--- config.mk ---
export PLATFORM = sky130hd
export DESIGN_NAME = var_delay_path
export DESIGN_NICKNAME = d
export VERILOG_FILES = /design/src/rtl/var_delay_pkg.sv /design/src/rtl/var_delay_path_stage.sv /design/src/rtl/var_delay_path.sv
export SDC_FILE = /design/constraint.sdc
export NUM_CORES = 1
export LEC_CHECK = 0
export ABC_CLOCK_PERIOD_IN_PS = 4300
export BUFFER_PORTS_ARGS = -buffer_cell sky130_fd_sc_hd__buf_4
export CAP_MARGIN = 20
export CORE_ASPECT_RATIO = 1.75
export CORE_MARGIN = 5
export CORE_UTILIZATION = 48
export DETAILED_ROUTE_END_ITERATION = 8
export GPL_ROUTABILITY_DRIVEN = 0
export GPL_TIMING_DRIVEN = 0
export SLEW_MARGIN = 10
export SYNTH_ARGS = -nofsm -noshare
export SYNTH_HDL_FRONTEND = slang
export SYNTH_HIERARCHICAL = 1
export SYNTH_SLANG_ARGS = --single-unit
--- constraint.sdc ---
create_clock -name Clock -period 4.3 [get_ports Clock]
set_input_delay 0 -clock Clock [delete_from_list [all_inputs] [get_ports Clock]]
set_output_delay 0 -clock Clock [all_outputs]
set_load 0.03 [all_outputs]
--- src/rtl/var_delay_pkg.sv ---
// Shared constants and helpers for the programmable sample delay line.
// Keeps the delay-select width and the load-time clamp rule in one place.
package var_delay_pkg;

   localparam int DEFAULT_WIDTH       = 34;
   localparam int DEFAULT_MAX_DEPTH   = 16;
   localparam int DEFAULT_RESET_DELAY = 5;

   function automatic int depthWidth(input int maxDepth);
      return $clog2(maxDepth + 1);
   endfunction

   // A zero request would leave no stage to read, so it becomes one cycle.
   function automatic int clampDelay(input int sel, input int maxDepth);
      if (sel < 1) begin
         return 1;
      end
      if (sel > maxDepth) begin
         return maxDepth;
      end
      return sel;
   endfunction

endpackage

--- src/rtl/var_delay_path_stage.sv ---
// One tagged storage stage of the delay line: WIDTH data bits plus a valid bit,
// with shift enable and a synchronous valid-clear that leaves data untouched.
module delay_stage #(
   parameter int WIDTH = 34
) (
   input  logic           clk_i,
   input  logic           rst_ni,
   input  logic           en_i,
   input  logic           clr_i,
   input  logic [WIDTH:0] d_i,
   output logic [WIDTH:0] q_o
);

   logic [WIDTH-1:0] data_q;
   logic             valid_q;

   always_ff @(posedge clk_i or negedge rst_ni) begin
      if (!rst_ni) begin
         data_q  <= '0;
         valid_q <= 1'b0;
      end else begin
         if (en_i) begin
            data_q <= d_i[WIDTH:1];
         end
         if (clr_i) begin
            valid_q <= 1'b0;
         end else if (en_i) begin
            valid_q <= d_i[0];
         end
      end
   end

   assign q_o = {data_q, valid_q};

endmodule

--- src/rtl/var_delay_path.sv ---
// Runtime-programmable delay line aligning sample values with control paths.
// The output is read straight from stage D-1, so latency is D enabled cycles.
import var_delay_pkg::*;

module var_delay_path #(
   parameter int WIDTH       = DEFAULT_WIDTH,
   parameter int MAX_DEPTH   = DEFAULT_MAX_DEPTH,
   parameter int RESET_DELAY = DEFAULT_RESET_DELAY,
   localparam int DEPTH_W    = depthWidth(MAX_DEPTH)
) (
   input  logic               Clock,
   input  logic               Reset_n,
   input  logic               Enable,
   input  logic [WIDTH-1:0]   VDin,
   input  logic               VDin_valid,
   input  logic [DEPTH_W-1:0] Delay_sel,
   input  logic               Delay_load,
   input  logic               Flush,
   output logic [WIDTH-1:0]   VDout,
   output logic               VDout_valid,
   output logic               Busy,
   output logic [DEPTH_W-1:0] Delay_cur
);

   localparam int IDX_W = (MAX_DEPTH > 1) ? $clog2(MAX_DEPTH) : 1;

   logic [DEPTH_W-1:0] delay_q, delay_d;
   logic [DEPTH_W-1:0] settle_q, settle_d;
   logic [DEPTH_W-1:0] delayClamped;
   logic [IDX_W-1:0]   outIdx;

   logic [MAX_DEPTH-1:0][WIDTH:0] stageIn;
   logic [MAX_DEPTH-1:0][WIDTH:0] stageOut;
   logic [MAX_DEPTH-1:0]          stageClr;

   assign delayClamped = DEPTH_W'(clampDelay(int'(Delay_sel), MAX_DEPTH));

   // A load restarts the settle count even if a previous refill is still running.
   always_comb begin
      delay_d  = delay_q;
      settle_d = settle_q;
      if (Delay_load) begin
         delay_d  = delayClamped;
         settle_d = delayClamped - 1'b1;
      end else if (Enable && (settle_q != '0)) begin
         settle_d = settle_q - 1'b1;
      end
   end

   always_ff @(posedge Clock or negedge Reset_n) begin
      if (!Reset_n) begin
         delay_q  <= DEPTH_W'(RESET_DELAY);
         settle_q <= '0;
      end else begin
         delay_q  <= delay_d;
         settle_q <= settle_d;
      end
   end

   // Stage0 keeps a sample captured on a load edge unless the shift is stalled or a flush drops it.
   assign stageClr[0] = Flush | (Delay_load & ~Enable);

   for (genvar k = 0; k < MAX_DEPTH; k++) begin : gStage
      if (k == 0) begin : gHead
         assign stageIn[k] = {VDin, VDin_valid};
      end else begin : gBody
         assign stageIn[k]  = stageOut[k-1];
         assign stageClr[k] = Flush | Delay_load;
      end

      delay_stage #(
         .WIDTH (WIDTH)
      ) uStage (
         .clk_i  (Clock),
         .rst_ni (Reset_n),
         .en_i   (Enable),
         .clr_i  (stageClr[k]),
         .d_i    (stageIn[k]),
         .q_o    (stageOut[k])
      );
   end

   assign outIdx                = IDX_W'(delay_q - 1'b1);
   assign {VDout, VDout_valid}  = stageOut[outIdx];
   assign Busy                  = (settle_q != '0);
   assign Delay_cur             = delay_q;

endmodule

---- After elaboration in Yosys (flattened, before gate mapping) ----
Index checks and enable logic that the tools add are counted.
storage, ports and cells
  bits in registers ....................... 570
  logic and storage cells ................. 92
cells by class
  add/sub/neg operators ................... 3
  magnitude comparators ................... 3
  mux-type cells .......................... 43
  bitwise operators ....................... 4
  reductions and logical operators ........ 5
operators by type and width
  kind                                                         number
  binary-select mux 35 bit (select 4 bit)                      1
  two-way mux 1 bit                                            36
  two-way mux 35 bit                                           1
  two-way mux 5 bit                                            5
  subtractor 5 x 1 -> 5 bit (second input constant)            2
  nonzero test 2 bit                                           3
  greater-than comparator 5 bit (second input constant)        1
  less-than comparator 4 x 5 -> 1 bit (second input constant)  1
  less-than comparator 5 x 1 -> 1 bit (second input constant)  1
  nonzero test 5 bit                                           1
  subtractor 4 x 1 -> 4 bit (second input constant)            1
  OR 1 bit                                                     2
  AND 1 bit                                                    1
  logical AND 1 bit                                            1
  inverter 1 bit                                               1

---- Logic depth before layout (Yosys ltp) ----
  depth after elaboration ................. 7
  depth in mapped cells ................... 10
  mapped depth without buffers ............ 7

---- By module ----
The synthesis kept the hierarchy.
modules (own cells, without submodules)
  module          instances  cells an instance  area an instance (µm²)
  delay_stage     16         76                 1460.2
  var_delay_path  1          278                4822.1

---- Worst setup path before layout ----
No wires, ideal clock.
  path type ............................... flip-flop to output port
  start ................................... register delay_q[0], in the netlist Delay_cur[0]
  end ..................................... output port VDout[10]
  arrival time ............................ 2.941 ns
  required time ........................... 4.300 ns
  slack ................................... 1.359 ns
  cell stages (with the launch flop) ...... 11
  buffers on the path ..................... 6
  cells stage by stage .................... dfstp_2 > buf_6 > buf_12 > buf_8 > inv_1 > ha_1 > clkbuf_1 > buf_2 > clkbuf_1 > mux4_2 > mux4_2
between the ends
  word-level cells in the longest chain between the ends .. 3
RTL lines
  item                                      RTL line              text
  start: declaration                        var_delay_path.sv:27  logic [DEPTH_W-1:0] delay_q, delay_d;
  start signal: assignment                  var_delay_path.sv:52  delay_q <= DEPTH_W'(RESET_DELAY);
  start signal: assignment                  var_delay_path.sv:55  delay_q <= delay_d;
  subtractor 4 x 1 -> 4 bit                 var_delay_path.sv:83  assign outIdx = IDX_W'(delay_q - 1'b1);
  binary-select mux 35 bit (select 4 bit)   var_delay_path.sv:84  assign {VDout, VDout_valid} = stageOut[outIdx];
  two-way mux 35 bit (not written as such)  var_delay_path.sv:84
  end: declaration                          var_delay_path.sv:19  output logic [WIDTH-1:0] VDout,
Every way passes these cells. The select of a mux whose other input is x is not followed.

---- Worst setup path after layout ----
  start ................................... register delay_q[0], in the netlist Delay_cur[0]
  end ..................................... output port VDout[3]
The elaborated chain is that of the path after synthesis.

==> results_dict.tcl <==
set metrics [dict create \
    outcome "finished clean" \
    worstSetupStartpointType "flop" \
    fmax_mhz 243 \
    row_count 117 \
    clk-insertion-delay-late_ns 0.61 \
    wl_mm 59.9 \
    cap_violations 0 \
    synth_edf_count 0 \
    synth-async-reset-ratio_pct 100 \
    peakVddDrop_mv 0.379 \
    routed-wl-met3_mm 1.51 \
    hold_class "in -> reg" \
    critPathMaxFanout 10 \
    dpl.hpwl_mm 42.3 \
    ys_seq_area_share_pct 50.6 \
    cts_sinks 570 \
    fillers 4644 \
    coreArea_mm2 0.0583 \
    cts_max_level 2 \
    drv_slew 0 \
    numCtsBuffers 54 \
    finalSetupViolations 0 \
    wl_per_cell_um 23.9 \
    ioPinCount 86 \
    nets 1738 \
    path_delay_family "buffers and inverters" \
    crit_slowest_cell "dfstp_2" \
    critical-path-max-stage-delay_ns 0.59 \
    crit_chain "buf_6 -> buf_12 -> buf_8 -> inv_1 -> ha_1 -> buf_4 -> clkbuf_2 -> mux4_2 -> mux4_2 -> buf_4" \
    finClkSkew_ns 0.0195 \
    die_area_mm2 0.0639 \
    arrival_ns 4.12 \
    die_height_um 331 \
    gr-total-overflow 0 \
    top_layer_used "met4" \
    dp_cells 2357 \
    worst_hold_slack_ns 0.159 \
    finalPower_mw 20.4 \
    cts_root_buffer "clkbuf_16" \
    crit_required_ns 4.30 \
    instances_no_fill 2509 \
    synth_cell_type_count 40 \
    vias 13600 \
    post-route-util_pct 55.6 \
    drt_iter0_markers 456 \
    finalSetupTns_ns 0 \
    remaining_drc_errors 0 \
    cts.clk_slew.worst_paths_ns 0.06 \
    met1_length_mm 23.8 \
    finalHoldViolations 0 \
    min_period_ns 4.12 \
    routed_via_density 5.43 \
    wl_met2_mm 32.9 \
    ys_seq_elements 570 \
    fin_crit_sh_pct 95.7 \
    mostFrequentLayoutCells "568 x dfrtp_1, 464 x mux2_4, 169 x mux4_2, 101 x buf_4, 81 x mux2_2" \
    tightest_slew_ns 1.01 \
    end_kind "output pin" \
    max-slew-margin-rel_pct 32.7 \
    n_antenna_cell 0 \
    drive_above_1_share_pct 58.7 \
    grt_max_degree 116 \
    syn_area_mm2 0.0282 \
    path_buf_inv 7 \
    powerDensity_mw_per_mm2 629 \
    syn_to_final_growth_pct 14.9 \
    syn_area_per_cell_um2 18.9 \
    rsz0062_at_grt "false" \
    grt_pass1_wl_mm 94.1 \
    p_leak_nw 14.7 \
    fp.dieW_um 193 \
    antenna_found_initial 0 \
    syn_nets 1541 \
    yosys_warnings 6 \
    synth_flop_cell "dfrtp_1" \
    path_class "reg -> out" \
    port-buffer-count 85 \
    layout_commonest_cell "dfrtp_1" \
    cts_tree "done" \
    initial_core_util_pct 48.4 \
    grt_pass1_vias 15600 \
    drtPass1Iterations 4 \
    grt_use_total_pct 19.4 \
    synth_cells 1494 \
    cts_buffer_depth 3 \
    ant_nets 0 \
]
[worst reg2reg max path, cell delays in order, from the launching register on]
cell and delay [ns]:
dfrtp_1 0.41, a21boi_0 0.31, ha_1 0.27, nand3_1 0.13, or4_1 0.48, a31oi_1 0.18
[Yosys cell counts (2+ instances only)]
| cell type | instances | area [um^2] |
|---|---|---|
| buf_4 | 16 | 120 |
| nand3b_1 | 3 | 22.5 |
| buf_2 | 11 | 55.1 |
| mux4_1 | 6 | 158 |
| nand2b_1 | 3 | 18.8 |
| mux2_2 | 81 | 912 |
| mux4_2 | 169 | 3810 |
| xnor2_2 | 2 | 32.5 |
| dfrtp_1 | 568 | 14200 |
| mux2i_1 | 16 | 160 |
| nor2_1 | 22 | 82.6 |
| nand2_1 | 2 | 7.51 |
| clkbuf_1 | 18 | 67.6 |
| buf_6 | 24 | 270 |
| nand3_1 | 2 | 10.0 |
| dfstp_2 | 2 | 52.6 |
| a21oi_1 | 3 | 15.0 |
| o21ai_0 | 6 | 30.0 |
| a21boi_0 | 2 | 15.0 |
| inv_1 | 6 | 22.5 |
| buf_12 | 49 | 981 |
| ha_1 | 2 | 25.0 |
| mux2_4 | 464 | 6970 |
[through the flow]
| step | area, um^2 | setup slack, ns |
|---|---|---|
| 6_report | 32400 | 0.184 |
| 3_3_place_gp | 29800 | -2.69 |
| 2_1_floorplan | 28200 | 1.36 |
| 3_5_place_dp | 29900 | -0.0413 |
| 4_1_cts | 32400 | 0.0947 |
| 5_1_grt | 32400 | 0.0103 |
[cell families after synthesis]
| kind of cell | count (synthesis) | synth area share [%] |
|---|---|---|
| xor gates and xnor gates | 3 | 0.146 |
| AOI/OAI and AO/OA | 17 | 0.386 |
| adders and majority gates | 2 | 0.0888 |
| buffers and inverters | 125 | 5.43 |
| DFF | 570 | 50.6 |
| and+or+nand+nor | 40 | 0.701 |
| muxes | 737 | 42.6 |
[power by group]
| group | internal [mW] | total (mW) | leakage, nW | switching [mW] |
|---|---|---|---|---|
| sequential | 7.35 | 8.86 | 6.84 | 1.50 |
| clock | 2.88 | 5.00 | 0.921 | 2.12 |
| combinational | 4.29 | 6.52 | 6.99 | 2.22 |
| total | 14.5 | 20.4 | 14.7 | 5.85 |
[sequential cells by signal, summed over array words and instances (netlist names)]
signal / count
gStage.uStage/data_q: 544
settle_q: 5
Delay_cur: 5
gStage.uStage/valid_q: 16
[worst paths after layout]
check	cells after the start	slack, ns	end	from
worst max-delay path	10	0.18	VDout[3]	Delay_cur[0]
worst min-delay path	3	0.16	gStage[0].uStage/data_q[30]	VDin[30]
worst max register to register	5	2.45	settle_q[4]	settle_q[0]
worst min register to register	1	0.51	gStage[15].uStage/data_q[33]	gStage[15].uStage/data_q[33]
max in group asynchronous	8	1.32	gStage[7].uStage/data_q[4]	Reset_n
min in group asynchronous	4	0.49	gStage[3].uStage/data_q[22]	Reset_n
[final cells by class]
cell class,count,area [um^2],area share [%]
plain buffers,118,1540,4.76
clock buffers,74,1550,4.78
clock inverters,27,312,0.962
inverters,6,22.5,0.0696
multi-input cells,799,12400,38.3
flip-flops and latches,570,14300,44.1
well taps,773,967,2.99
repair buffers,142,1320,4.08
[metal layers]
| metal | vias to the layer above | GRT usage (%) |
|---|---|---|
| met3 | 98 | 2.25 |
| met5 | - | 0 |
| met1 | 7360 | 23.9 |
| met2 | 178 | 35.6 |
| li1 | 5996 | - |
| met4 | 0 | 5.70 |
[what timing repair did]
| action | CTS | global route |
|---|---|---|
| hold endpoints to repair | 203 | 0 |
| resized for setup | 22 | 0 |
| hold buffers | 52 | 0 |
| setup buffers | 0 | 0 |
| endpoints found under the setup margin | 35 | 0 |
Power figures use the tool's default switching activity.
